==> src/rtl/aurora_tx_arbiter.sv <==
// Packet-granular ch0/ch1 arbiter onto one Aurora TX port: grant 1 cycle after sop request, combinational datapath.
// Only the owner sees tx_dst_rdy_n_i, CHANNEL_UP loss blocks both; define ARB_STRICT_PRIO_EN for ch0 strict priority.
module aurora_tx_arbiter #(
  parameter int MAX_PKT_BEATS = 256,
  parameter int BEAT_CNT_W    = 9
) (
  input  logic        USER_CLK,
  input  logic        RESET,
  input  logic        CHANNEL_UP,
  input  logic [0:63] ch0_data_i,
  input  logic        ch0_sop_n_i,
  input  logic        ch0_eop_n_i,
  input  logic [0:2]  ch0_mod_i,
  input  logic        ch0_src_rdy_n_i,
  output logic        ch0_dst_rdy_n_o,
  input  logic [0:63] ch1_data_i,
  input  logic        ch1_sop_n_i,
  input  logic        ch1_eop_n_i,
  input  logic [0:2]  ch1_mod_i,
  input  logic        ch1_src_rdy_n_i,
  output logic        ch1_dst_rdy_n_o,
  output logic [0:63] txdata_o,
  output logic        txdata_sop_n_o,
  output logic        txdata_eop_n_o,
  output logic [0:2]  txdata_mod_o,
  output logic        tx_src_rdy_n_o,
  input  logic        tx_dst_rdy_n_i,
  output logic [1:0]  grant_o,
  output logic        ERR_ABORT,
  output logic        ERR_LEN
);

  typedef enum logic [1:0] {IDLE = 2'd0, GNT0 = 2'd1, GNT1 = 2'd2} state_e;

  typedef struct packed {
    logic [0:63] data;
    logic        sop_n;
    logic        eop_n;
    logic [0:2]  mod;
    logic        src_rdy_n;
  } beat_t;

  localparam logic [BEAT_CNT_W-1:0] CNT_MAX  = BEAT_CNT_W'(MAX_PKT_BEATS);
  localparam logic [BEAT_CNT_W-1:0] CNT_LAST = BEAT_CNT_W'(MAX_PKT_BEATS - 1);

  state_e                state_q;
  logic                  last_owner_q;
  logic [BEAT_CNT_W-1:0] beat_cnt_q;
  logic [BEAT_CNT_W-1:0] beat_cnt_d;
  logic                  err_abort_q;
  logic                  err_len_q;

  beat_t ch0_beat;
  beat_t ch1_beat;
  beat_t own_beat;
  logic  ch0_req;
  logic  ch1_req;
  logic  ch0_wins;
  logic  granted;
  logic  xfer;

  assign ch0_beat = '{data: ch0_data_i, sop_n: ch0_sop_n_i, eop_n: ch0_eop_n_i,
                      mod: ch0_mod_i, src_rdy_n: ch0_src_rdy_n_i};
  assign ch1_beat = '{data: ch1_data_i, sop_n: ch1_sop_n_i, eop_n: ch1_eop_n_i,
                      mod: ch1_mod_i, src_rdy_n: ch1_src_rdy_n_i};

  // Only a sop beat can request, so an aborted packet's tail is never granted.
  assign ch0_req = ~ch0_src_rdy_n_i & ~ch0_sop_n_i & CHANNEL_UP;
  assign ch1_req = ~ch1_src_rdy_n_i & ~ch1_sop_n_i & CHANNEL_UP;

`ifdef ARB_STRICT_PRIO_EN
  assign ch0_wins = 1'b1;
`else
  assign ch0_wins = last_owner_q;
`endif

  assign granted    = (state_q != IDLE);
  assign own_beat   = (state_q == GNT1) ? ch1_beat : ch0_beat;
  assign xfer       = granted & ~own_beat.src_rdy_n & ~tx_dst_rdy_n_i;
  assign beat_cnt_d = (beat_cnt_q == CNT_MAX) ? beat_cnt_q : beat_cnt_q + 1'b1;

  always_comb begin
    txdata_o        = '0;
    txdata_sop_n_o  = 1'b1;
    txdata_eop_n_o  = 1'b1;
    txdata_mod_o    = '0;
    tx_src_rdy_n_o  = 1'b1;
    ch0_dst_rdy_n_o = 1'b1;
    ch1_dst_rdy_n_o = 1'b1;
    grant_o         = 2'b00;
    if (granted) begin
      txdata_o       = own_beat.data;
      txdata_sop_n_o = own_beat.sop_n;
      txdata_eop_n_o = own_beat.eop_n;
      txdata_mod_o   = own_beat.mod;
      tx_src_rdy_n_o = own_beat.src_rdy_n | ~CHANNEL_UP;
      grant_o        = (state_q == GNT1) ? 2'b10 : 2'b01;
    end
    if (state_q == GNT0) ch0_dst_rdy_n_o = tx_dst_rdy_n_i | ~CHANNEL_UP;
    if (state_q == GNT1) ch1_dst_rdy_n_o = tx_dst_rdy_n_i | ~CHANNEL_UP;
  end

  always_ff @(posedge USER_CLK or posedge RESET) begin
    if (RESET) begin
      state_q      <= IDLE;
      last_owner_q <= 1'b1;
      beat_cnt_q   <= '0;
      err_abort_q  <= 1'b0;
      err_len_q    <= 1'b0;
    end else begin
      err_abort_q <= 1'b0;
      err_len_q   <= 1'b0;
      case (state_q)
        IDLE: begin
          beat_cnt_q <= '0;
          if (ch0_req && (!ch1_req || ch0_wins)) begin
            state_q      <= GNT0;
            last_owner_q <= 1'b0;
          end else if (ch1_req) begin
            state_q      <= GNT1;
            last_owner_q <= 1'b1;
          end
        end
        GNT0, GNT1: begin
          if (xfer) beat_cnt_q <= beat_cnt_d;
          // A completed EOP wins over a simultaneous link drop.
          if (xfer && !own_beat.eop_n) begin
            state_q    <= IDLE;
            beat_cnt_q <= '0;
          end else if (!CHANNEL_UP) begin
            state_q     <= IDLE;
            beat_cnt_q  <= '0;
            err_abort_q <= 1'b1;
          end else if (xfer && beat_cnt_q == CNT_LAST) begin
            err_len_q <= 1'b1;
          end
        end
        default: state_q <= IDLE;
      endcase
    end
  end

  assign ERR_ABORT = err_abort_q;
  assign ERR_LEN   = err_len_q;

endmodule

==> config.mk <==
export PLATFORM = sky130hd
export DESIGN_NAME = aurora_tx_arbiter
export DESIGN_NICKNAME = d
export VERILOG_FILES = /design/src/rtl/aurora_tx_arbiter.sv
export SDC_FILE = /design/constraint.sdc
export NUM_CORES = 1
export LEC_CHECK = 0
export ABC_AREA = 1
export CORE_MARGIN = 8
export CORE_UTILIZATION = 27
export CTS_CLUSTER_SIZE = 10
export DETAILED_ROUTE_END_ITERATION = 8
export MAX_ROUTING_LAYER = met4
export PLACE_DENSITY = 0.9
export SYNTH_ARGS = -nofsm -noshare
export SYNTH_HDL_FRONTEND = slang
export SYNTH_SLANG_ARGS = --single-unit
==> constraint.sdc <==
create_clock -name USER_CLK -period 1.5 [get_ports USER_CLK]
set_input_delay 0.225 -clock USER_CLK [delete_from_list [all_inputs] [get_ports USER_CLK]]
set_output_delay 0.225 -clock USER_CLK [all_outputs]
set_load 0.005 [all_outputs]
# --- Word level (Yosys, flattened, before mapping) ---
# Cells that the tools add are included.
word_totals:
  register_bits: 14
  wordCells: 72
classes:
  addsub: 1
  n_eq_ne: 8
  mux: 29
  bitwise_logic: 15
  n_reduce_logical: 14
ops:
  columns: ["cell", "count"]
  rows:
  - ["$mux 70", 1]
  - ["$mux 64", 1]
  - ["$mux 9", 4]
  - ["$pmux 9 s2", 1]
  - ["$mux 1", 14]
  - ["$mux 2", 6]
  - ["$add 9x1->9 const B", 1]
  - ["$eq 9x8->1 const B", 1]
  - ["$eq 9x9->1 const B", 1]
  - ["$ne 4x4->1 const B", 2]
  - ["$not 1->1", 7]
  - ["$and 1x1->1", 6]
  - ["$ne 3x3->1 const B", 2]
  - ["$reduce_bool 2->1", 3]
  - ["$pmux 2 s2", 1]
  - ["$reduce_and 2->1", 2]
  - ["$logic_and 1x1->1", 3]
  - ["$mux 3", 1]
  - ["$reduce_and 3->1", 1]
  - ["$eq 2x1->1 const B", 1]
  - ["$eq 2x2->1 const B", 1]
  - ["$logic_not 1->1", 2]
  - ["$logic_not 2->1", 1]
  - ["$or 1x1->1", 2]
  - ["other kinds (2)", 2]

# --- Longest topological paths before layout ---
depth:
  word_depth: 10
  depth_mapped: 12
  mapped_depth_nobuf: 12

# --- Worst setup path before layout ---
# No wires, ideal clock.
synth_timing:
  kind: "reg2out"
  startpoint: "reg state_q[0]"
  endpoint: "out txdata_o[10] in the netlist's numbering"
  arrival_time_ns: 1.417
  setup_slack_ns: -0.142
  path_stages_with_launch: 8
  cell_sequence: "dfrtp_1 -> inv_1 -> ha_1 -> inv_2 -> buf_2 -> buf_1 -> nor2_1 -> nor2_1"
synth_between:
  elab_chain_len: 3
  word_cells_on_any_way: 4
synth_rtl:
  columns: ["item", "line", "rtl"]
  rows:
  - ["start, declared", "46", "state_e state_q;"]
  - ["start signal, assigned", "105", "state_q <= IDLE;"]
  - ["start signal, assigned", "117", "state_q <= GNT0;"]
  - ["start signal, assigned", "120", "state_q <= GNT1;"]
  - ["$eq 2x2->1", "78", "assign own_beat = (state_q == GNT1) ? ch1_beat : ch0_beat;"]
  - ["$mux 70", "78", null]
  - ["$mux 64 *", "91", "if (granted) begin"]
  - ["end, declared", "22", "output logic [0:63] txdata_o,"]
# Every way passes the cells marked *; elsewhere a longest branch is shown, timed or not.

# --- Worst setup path after layout ---
layout_timing:
  startpoint: "reg state_q[0]"
  endpoint: "out txdata_o[26] in the netlist's numbering"
# Same word-level chain as after synthesis.

==> out/results.ini <==
[run_status]
status=finished, violations left
failed_checks=negative setup slack

[timing]
setup_slack_ps=-581
fin_crit_sh_pct=139
fmax_mhz=481
min_period_ps=2080
setup_viol=88
slew_headroom_pct=78.7
maxSlewViolCount=0
rsz0062_at_grt=yes
hold_ws_ps=271
skew_ps=10.5
tightest_slew_ps=317
hold_violations=0

[layout]
seqCellArea_um2=353
n_antenna_cell=0
nFillCells=425
nets=847
final_layout_size_suffix_gt1_share_pct=48.2
multi_input_area_mm2=0.00223
area_delta_synth_final_pct=184

[worst_setup_path]
critical_path_class=flop to output port
cp-start-kind=flop
crit_fanout=5
crit_required_ps=1270
critPathArrivalTime_ps=1860
end_kind=output port
cpMostUsedCell=buf_12
slowest_stage=dfrtp_1
slowest_delay_ps=410
path_cells=inv_2, ha_4, buf_12, buf_8, buf_12, buf_16, o21ai_2, nor2_1, buf_2

[drt]
antenna_left=0
vias=4401
drt_iter0_drc=312
routed_wl_um=19100
viasPerCell=5.52
route.detailed.drc=0
routedWlPerCell_um=23.9
drt_first_pass_iters=5

[synth]
synth_area_leaders=nor2_1 28%, o21ai_0 16%, dfrtp_1 15%
syn_nets=546
netlist.area_leader.share_pct=27.6
synth.avg_cell_area_um2=5.43
synth_cells=395
ys_ff_latch=14
yosysWarnings=0
async_reset_ff_share_pct=100
synth_top_area_cell=nor2_1
synth_edf_count=0
yosysMostFrequentCell=nor2_1
yosys-top-cells-count=158 x nor2_1, 68 x o21ai_0, 45 x nand2_1
synth_ff_type=dfrtp_1
yosysUniqueCellTypes=31
ys_seq_area_share_pct=16.4
syn_area_mm2=0.00215

[power_and_ir_drop]
p_leak_nw=2.79
netSwitchingFraction_pct=47.1
power.internal_mw=6.65
pwr-share-seq_pct=4.0
power_frac_clock_pct=3.1
vdd_drop_max_mv=1.29
pwr-share-comb_pct=92.9
power_density_mw_per_mm2=2070
total_power_mw=12.6
p_sw_mw=5.92

[floorplan]
die_y_um=105
die_w_um=105
initial_utilization_pct=27.8
ioPinCount=220
design.core.area_mm2=0.00773
placementRows=32
die_area_mm2=0.0111

[place]
port_buffers=219
dp_slack_ps=-509
place_congestion=0.900
dp_hpwl_um=10200

[cts]
cts_tree=built
insertion_delay_ps=260
htree_levels=1
root_buffer=clkbuf_8
cts_buffer_depth=2
cts_sinks=14
cts_made_buffers=3
path_clk_slew_ps=70

[grt]
grt_pass1_vias=4439
grt_overflow_total=0
antenna_found_initial=0
grt_usage_pct=30.5
grt_max_degree=18
grt_pass1_wl_um=26000

[run]
maxCapViolCount=0

[worst_hold_path]
hp-class=input pin to async pin

==> worst max-delay path: cells and delay by family (launching register included) <==
| kind | cells | cell delay (ps) |
|---|---|---|
| AO/OA/AOI/OAI | 1 | 70 |
| adder cells (fa/ha/maj) | 1 | 190 |
| buffers and inverters | 6 | 750 |
| flip-flops | 1 | 410 |
| AND/OR/NAND/NOR | 1 | 150 |
==> final cells by class <==
type	instances	share of cell area [%]
tap	102	2.10
clock buffer	4	0.904
sequential	14	5.80
inverter	26	2.06
timing repair buffer	320	52.6
multi-input combinational	331	36.6
==> cell usage in the layout (no fill, tap or decap), types with 13 or more instances in the layout <==
cell	count
buf_2	68
buf_4	48
buf_6	20
clkdlybuf4s50_1	144
inv_1	20
nand2_1	38
nor2_1	113
nor2_2	38
nor2_4	13
o21ai_2	45
o21ai_4	14
==> layer usage <==
metal | up-vias | global-route usage, % | share of wire, % | wire length [µm]
met5 | - | - | 0 | 0
met4 | 0 | 17.1 | 6.9 | 1320
met3 | 114 | 7.06 | 8.8 | 1670
met2 | 365 | 53.5 | 51 | 9680
met1 | 2054 | 30.7 | 33 | 6390
li1 | 1868 | - | - | -
==> flip-flops by register name, indices dropped and copies added (netlist names) <==
signal      count
beat_cnt_q      9
state_q         2
ERR_ABORT       1
ERR_LEN         1
ch0_wins        1
==> cells by family after synthesis <==
logic type,Yosys count,share of synthesized area (%)
AND/OR/NAND/NOR,249,51.4
AO/OA/AOI/OAI,72,17.1
buffers and inverters,52,10.6
flip-flops,14,16.4
adder cells (fa/ha/maj),7,4.08
XOR/XNOR,1,0.408
==> power groups by stage <==
stage	Clock, mW	Sequential, mW	Combinational [mW]
2_1_floorplan	0	0.515	2.82
3_3_place_gp	0	0.499	6.47
3_5_place_dp	0	0.504	6.58
4_1_cts	0.377	0.496	9.75
5_1_grt	0.401	0.513	12.1
6_report	0.387	0.508	11.7
==> path summary, 6_finish.rpt <==
| path | from | endpoint | slack, ps | depth (start not counted) |
|---|---|---|---|---|
| max in group asynchronous | RESET | ch0_wins | 990 | 3 |
| max reg2reg | state_q[0] | state_q[0] | -540 | 13 |
| max | state_q[0] | txdata_o[26] | -580 | 9 |
| min | RESET | state_q[1] | 270 | 3 |
| min in group USER_CLK | beat_cnt_q[8] | beat_cnt_q[8] | 560 | 2 |
| min reg2reg | beat_cnt_q[8] | beat_cnt_q[8] | 560 | 2 |
==> through the flow <==
| step | area (µm²) | TNS [ps] | cells | utilization [%] |
|---|---|---|---|---|
| final | 6090 | -38250 | 797 | 78.8 |
| after global routing | 6090 | -41090 | 797 | 78.8 |
| after CTS | 5630 | -29790 | 778 | 72.9 |
| after detailed placement | 4710 | -31320 | 727 | 61.0 |
| after global placement | 4710 | -29360 | 727 | 61.0 |
| after floorplan | 2190 | -422 | 395 | - |
==> repair_timing <==
action,in CTS,in global routing
gates resized for setup,501,77
pin swaps,60,51
hold buffers,0,0
endpoints found under the setup margin,87,88
cloned,17,4
buffers inserted,32,23
endpoints found under the hold margin,0,0
Power figures use the tool's default switching activity.
